==> src/rtl/cla_pkg.sv <==
// Shared definitions for the nibble-serial CLA subtractor: FSM state encoding and slice width.
package cla_pkg;

    localparam int unsigned SLICE_W = 4;

    typedef enum logic [1:0] {
        ST_IDLE = 2'd0,
        ST_RUN  = 2'd1,
        ST_DONE = 2'd2
    } state_e;

endpackage

==> src/rtl/cla_slice4.sv <==
// 4-bit carry-look-ahead adder slice: s = a + b + cin, with generate/propagate look-ahead carries.
module cla_slice4 (
    input  logic [3:0] a,
    input  logic [3:0] b,
    input  logic       cin,
    output logic [3:0] s,
    output logic       cout
);

    logic [3:0] g;
    logic [3:0] p;
    logic [4:0] c;

    always_comb begin
        g    = a & b;
        p    = a ^ b;
        c[0] = cin;
        c[1] = g[0] | (p[0] & cin);
        c[2] = g[1] | (p[1] & g[0]) | (p[1] & p[0] & cin);
        c[3] = g[2] | (p[2] & g[1]) | (p[2] & p[1] & g[0]) | (p[2] & p[1] & p[0] & cin);
        c[4] = g[3] | (p[3] & g[2]) | (p[3] & p[2] & g[1]) | (p[3] & p[2] & p[1] & g[0])
             | (p[3] & p[2] & p[1] & p[0] & cin);
        s    = p ^ c[3:0];
        cout = c[4];
    end

endmodule

==> src/rtl/cla_nibble_serial_subtractor.sv <==
// Multi-cycle subtractor: diff = a - b - bin mod 2^WIDTH, one 4-bit CLA slice per clock,
// computed as a + ~b + ~bin with the carry registered between slices.
module cla_nibble_serial_subtractor
    import cla_pkg::*;
#(
    parameter int unsigned WIDTH = 16
) (
    input  logic             clk,
    input  logic             rst_n,
    input  logic             in_valid,
    output logic             in_ready,
    input  logic [WIDTH-1:0] a,
    input  logic [WIDTH-1:0] b,
    input  logic             bin,
    output logic             out_valid,
    input  logic             out_ready,
    output logic [WIDTH-1:0] diff,
    output logic             bout,
    output logic             ovf,
    output logic             zero
);

    localparam int unsigned NIBBLES = WIDTH / SLICE_W;
    localparam int unsigned IDX_W   = (NIBBLES > 1) ? $clog2(NIBBLES) : 1;
    localparam logic [IDX_W-1:0] LAST_IDX = IDX_W'(NIBBLES - 1);

    state_e             state_q, state_d;
    logic [IDX_W-1:0]   idx_q, idx_d;
    logic               carry_q, carry_d;
    logic [WIDTH-1:0]   a_q, a_d;
    logic [WIDTH-1:0]   nb_q, nb_d;
    logic [WIDTH-1:0]   diff_q, diff_d;
    logic               bout_q, bout_d;
    logic               ovf_q, ovf_d;
    logic               zero_q, zero_d;

    logic [SLICE_W-1:0] sl_a, sl_b, sl_s;
    logic               sl_cout;

    assign sl_a = a_q[idx_q*SLICE_W +: SLICE_W];
    assign sl_b = nb_q[idx_q*SLICE_W +: SLICE_W];

    cla_slice4 u_slice (
        .a    (sl_a),
        .b    (sl_b),
        .cin  (carry_q),
        .s    (sl_s),
        .cout (sl_cout)
    );

    always_comb begin
        state_d   = state_q;
        idx_d     = idx_q;
        carry_d   = carry_q;
        a_d       = a_q;
        nb_d      = nb_q;
        diff_d    = diff_q;
        bout_d    = bout_q;
        ovf_d     = ovf_q;
        zero_d    = zero_q;
        in_ready  = (state_q == ST_IDLE);
        out_valid = (state_q == ST_DONE);

        unique case (state_q)
            ST_IDLE: begin
                if (in_valid) begin
                    a_d     = a;
                    nb_d    = ~b;
                    carry_d = ~bin;
                    idx_d   = '0;
                    diff_d  = '0;
                    bout_d  = 1'b0;
                    ovf_d   = 1'b0;
                    zero_d  = 1'b0;
                    state_d = ST_RUN;
                end
            end
            ST_RUN: begin
                diff_d[idx_q*SLICE_W +: SLICE_W] = sl_s;
                carry_d = sl_cout;
                idx_d   = idx_q + 1'b1;
                if (idx_q == LAST_IDX) begin
                    // Flags use the fully assembled result including this final slice.
                    bout_d  = ~sl_cout;
                    ovf_d   = (a_q[WIDTH-1] ^ ~nb_q[WIDTH-1]) & (diff_d[WIDTH-1] ^ a_q[WIDTH-1]);
                    zero_d  = ~|diff_d;
                    idx_d   = '0;
                    state_d = ST_DONE;
                end
            end
            ST_DONE: begin
                if (out_ready) state_d = ST_IDLE;
            end
            default: state_d = ST_IDLE;
        endcase
    end

    always_ff @(posedge clk or negedge rst_n) begin
        if (!rst_n) begin
            state_q <= ST_IDLE;
            idx_q   <= '0;
            carry_q <= 1'b0;
            a_q     <= '0;
            nb_q    <= '0;
            diff_q  <= '0;
            bout_q  <= 1'b0;
            ovf_q   <= 1'b0;
            zero_q  <= 1'b0;
        end else begin
            state_q <= state_d;
            idx_q   <= idx_d;
            carry_q <= carry_d;
            a_q     <= a_d;
            nb_q    <= nb_d;
            diff_q  <= diff_d;
            bout_q  <= bout_d;
            ovf_q   <= ovf_d;
            zero_q  <= zero_d;
        end
    end

    assign diff = diff_q;
    assign bout = bout_q;
    assign ovf  = ovf_q;
    assign zero = zero_q;

endmodule

==> config.mk <==
export PLATFORM = sky130hd
export DESIGN_NAME = cla_nibble_serial_subtractor
export DESIGN_NICKNAME = d
export VERILOG_FILES = /design/src/rtl/cla_pkg.sv /design/src/rtl/cla_slice4.sv /design/src/rtl/cla_nibble_serial_subtractor.sv
export SDC_FILE = /design/constraint.sdc
export NUM_CORES = 1
export LEC_CHECK = 0
export CAP_MARGIN = 10
export CELL_PAD_IN_SITES_DETAIL_PLACEMENT = 1
export CELL_PAD_IN_SITES_GLOBAL_PLACEMENT = 2
export CORE_ASPECT_RATIO = 0.7
export CORE_MARGIN = 2
export CORE_UTILIZATION = 35
export DETAILED_ROUTE_END_ITERATION = 16
export DONT_BUFFER_PORTS = 1
export PLACE_DENSITY_LB_ADDON = 0.1
export SYNTH_ARGS = -nofsm -noshare
export SYNTH_HDL_FRONTEND = slang
export SYNTH_HIERARCHICAL = 1
export SYNTH_SLANG_ARGS = --single-unit
==> constraint.sdc <==
create_clock -name clk -period 3.05 [get_ports clk]
set_input_delay 0.915 -clock clk [delete_from_list [all_inputs] [get_ports clk]]
set_output_delay 0.915 -clock clk [all_outputs]
set_load 0.005 [all_outputs]
==> metrics list <==
- Clock network fraction of total power: 10.7%
- The net count of the finished layout is 313.
* VDD IR-drop max: 0.612 mV
- Async SR Flop Fraction: 100%
* Clock latency of the later-clocked register in the worst-skew pair: 0.31 ns
- Pin placement for this block handled 58 I/O pins.
- STA classifies the critical path startpoint as a register.
- The critical path ends at zero.
* Critical-path maximum fanout: 7
- P_leak: 1.40 nW
* Final worst path period share: 95.9%
- In this run, the number of DRC markers left after iteration 0 of detailed routing was 97.
- The flow ran to the end, and the final reports show no timing, DRC or antenna violations.
* Net count of the mapped netlist: 304
- Once placement completed, the tool counted placed cells totaling 351.
- Non-filler cells in the finished layout: 364
- Worst slack, placed: -0.112 ns
- For flop-to-flop paths, the worst setup slack is 0.12 ns.
* Cell variety after synth: 38
* Final count of hold timing violations: 0
* Routed vias: 1,961
- Compared with the post-synthesis result, the final layout area differs by 11.6%.
* Yosys warns: 6
- CTS placed an instance of sky130_fd_sc_hd__clkbuf_8 at the clock tree root.
* Worst Clk Skew: 0.00689 ns
- The final-report max-slew violation count is 0.
* Combinational power share: 59.8%
* Final Routed Wirelength: 6.87 mm
- Counting every instance in the synthesized netlist gives 256.
- Detailed-placement wirelength estimate: 4.94 mm
- Clock tree synthesis inserted a total of 5 buffers.
* Number of synthesized flops with an enable pin: 0
- ANT nets after route: 0
- Clock-pin slew was measured on the worst setup and hold paths at 0.10 ns.
* Worst Setup Path Type: register to register
- Dividing the detail-routed wire length by the instance count gives 18.9 um.
- Walking the worst path, the cells encountered are mux4_2, ha_1, a21o_1, a31o_2, xor2_4, and4bb_2, mux2i_4, nor4b_2, a32o_1.
* Wire length of the first global-routing pass: 11.1 mm
- Remaining max-slew budget at the tightest pin: 66.9%
* Number of clock sinks: 56
- STA classifies the critical path endpoint as a register.
- The H-tree was split into 2 levels.
* Min-Delay Path Class: input port to asynchronous set/reset pin
- The slowest stage of the critical path belongs to the cell sky130_fd_sc_hd__mux4_2.
* Final setup fails: 0
- Initial DRT Pass Iterations: 5
- Based on the critical path, the design can be clocked at up to 0.342 GHz.
* Port-buffer cells: 0
- Netlist Area Pre-Place: 2720 um^2
* Worst R2R Path Depth: 9
- Antenna diodes: 0
- The initial antenna violation count is 0.
- For the pin with the worst max-slew slack, the measured transition is 0.492 ns.
- The floorplan has 26 rows.
- Largest stage delay on the critical path: 0.56 ns
- Worst EP required: 3.30 ns
* Sequential share of power: 29.5%
* Internal: 0.00257 W
- After clock tree synthesis, the flow added hold-fix buffers numbering 0.
- In this run the critical register-to-register path is captured at zero.
- Critical path startpoint: idx_q[0]
* Total routing usage reported by global routing: 17.2%
- The average instance in the mapped netlist occupies 10.6 um^2.
- Overall die height: 77.8 um
- CTS tree: done
- Data arrival time of the critical path: 3.18 ns
* Largest net degree at the start of global routing: 57
- For this run, design rule violations remaining after detail routing come to 0.
- Placer Congestion: 0.761
* Seq/Total Area, Yosys: 51.5%
- Among all flip-flop cells after synthesis, the most frequent one is sky130_fd_sc_hd__dfrtp_1.
- Starting density of the core: 36.7%
- Total net switching power: 0.00197 W
- Switching share of total power: 43.4%
* Die Span X: 109 um
- Core area: 7420 um^2
- In the routed layout, each cell is associated on average with a via count of 5.39.
- The longest clock path from root to sink contains 2 buffers.
- For this run the aggregate overflow at the end of global routing stands at 0.
- The via count of the first global-routing pass is 2,006.
* Area of the die: 8510 um^2
- The worst register-to-register path begins at idx_q[0].
- The post-route netlist has 15.4% of its cells at a drive strength greater than 1.
- Total power per unit cell area: 1500 nW/um^2
- Time the final worst path needs with I/O delays and setup: 2.93 ns
* Crit path setup slack, layout: 0.125 ns
- Setup repair after global routing missed its margin: no
- In this run, synthesis produced a sequential element count of 56.
* Count of max-cap constraint violations: 0
sequential cells by signal, summed over array words and instances (netlist names):
name,count
state_q,2
bout,1
carry_q,1
diff,16
ovf,1
zero,1
nb_q,16
idx_q,2
a_q,16
cell type report:
cell class | count | area [um^2]
Tap cell | 98 | 123
Fill cell | 826 | 4380
Multi-Input combinational cell | 181 | 1270
Inverter | 7 | 26.3
Clock inverter | 2 | 35.0
Clock buffer | 6 | 72.6
Sequential cell | 56 | 1400
Timing Repair Buffer | 14 | 105
cell usage after synthesis, types with 4 or more instances:
cell type                  instances  share of area, %
sky130_fd_sc_hd__a21oi_1          15               2.8
sky130_fd_sc_hd__a22o_1           16               5.1
sky130_fd_sc_hd__buf_2             6               1.1
sky130_fd_sc_hd__clkbuf_1          5              0.69
sky130_fd_sc_hd__dfrtp_1          56                51
sky130_fd_sc_hd__ha_1             10               4.6
sky130_fd_sc_hd__inv_1             7              0.97
sky130_fd_sc_hd__mux4_2            8               6.6
sky130_fd_sc_hd__nand2_1          65               9.0
sky130_fd_sc_hd__nor2_1           11               1.5
sky130_fd_sc_hd__nor3_1            4              0.74
sky130_fd_sc_hd__nor4_1            4              0.92
sky130_fd_sc_hd__o21ai_0          12               2.2
worst max-delay path, delay by kind of cell, from the launching register on:
| family | cells | cell delay (ns) |
|---|---|---|
| AND/OR/NAND/NOR | 2 | 0.46 |
| flip-flops | 1 | 0.48 |
| AO/OA/AOI/OAI | 3 | 0.68 |
| adder cells (fa/ha/maj) | 1 | 0.31 |
| multiplexers | 2 | 0.74 |
| XOR/XNOR | 1 | 0.19 |
metal layers:
metal,wire [um],vias to the layer above,part of all wire (%),GRT usage (%)
met3,385,5,5.6,4.87
met1,3420,986,50,26.1
met4,57,0,0.83,3.80
li1,-,922,-,-
met2,3010,48,44,24.0
met5,0,-,0,0
stage by stage:
step,utilization [%],setup TNS (ns),hold slack [ns],total power (W),instance area [um^2]
finish,41.0,0,0.286,0.00454,3040
global route,41.0,0,0.253,0.00492,3040
CTS,40.3,0,0.270,0.00424,2990
detailed placement,38.7,-0.200,0.469,0.00366,2870
global placement,38.7,0,0.463,0.00365,2870
floorplan,-,0,0.440,0.00289,2730
worst min path at each step:
stage,from,endpoint,cells after the start
finish,rst_n,carry_q,0
CTS,rst_n,a_q[10],0
detailed placement,a_q[1],a_q[1],2
global route,rst_n,carry_q,0
floorplan,a_q[10],a_q[10],2
global placement,a_q[8],a_q[8],2
cells in the final DEF, fill, tap and decap left out, drive strengths merged, types with 4 or more instances in the layout:
| cell type | synthesis | layout |
|---|---|---|
| a22o | 16 | 16 |
| nor4 | 4 | 4 |
| ha | 10 | 10 |
| nor2 | 11 | 11 |
| nor3 | 6 | 6 |
| o21ai | 12 | 12 |
| mux4 | 8 | 8 |
| nand2 | 65 | 65 |
| a21oi | 15 | 15 |
| inv | 7 | 7 |
| dfrtp | 56 | 56 |
| clkbuf | 5 | 6 |
| buf | 7 | 14 |
power groups by stage:
stage                     combinational, W  clock [W]  sequential [W]
after floorplan                    0.00166          0         0.00123
final                              0.00272   0.000486         0.00134
after detailed placement           0.00230          0         0.00137
after global routing               0.00299   0.000542         0.00139
after CTS                          0.00238   0.000509         0.00135
after global placement             0.00228          0         0.00138
logic make-up after synthesis:
group,count (synthesis),share of synthesized area [%]
AOI/OAI and AO/OA,57,14.2
xor gates and xnor gates,3,0.966
adders and majority gates,11,5.33
buffers and inverters,19,3.03
DFF,56,51.5
muxes,11,8.18
and+or+nand+nor,99,16.8
repair_timing:
item / 4_1_cts / 5_1_grt
setup endpoints to repair: 2 / 2
pin swaps: 0 / 1
buffers inserted: 0 / 5
endpoints found under the hold margin: 0 / 0
gates resized for setup: 2 / 3
No activity file was read; power rests on OpenSTA's default activity.
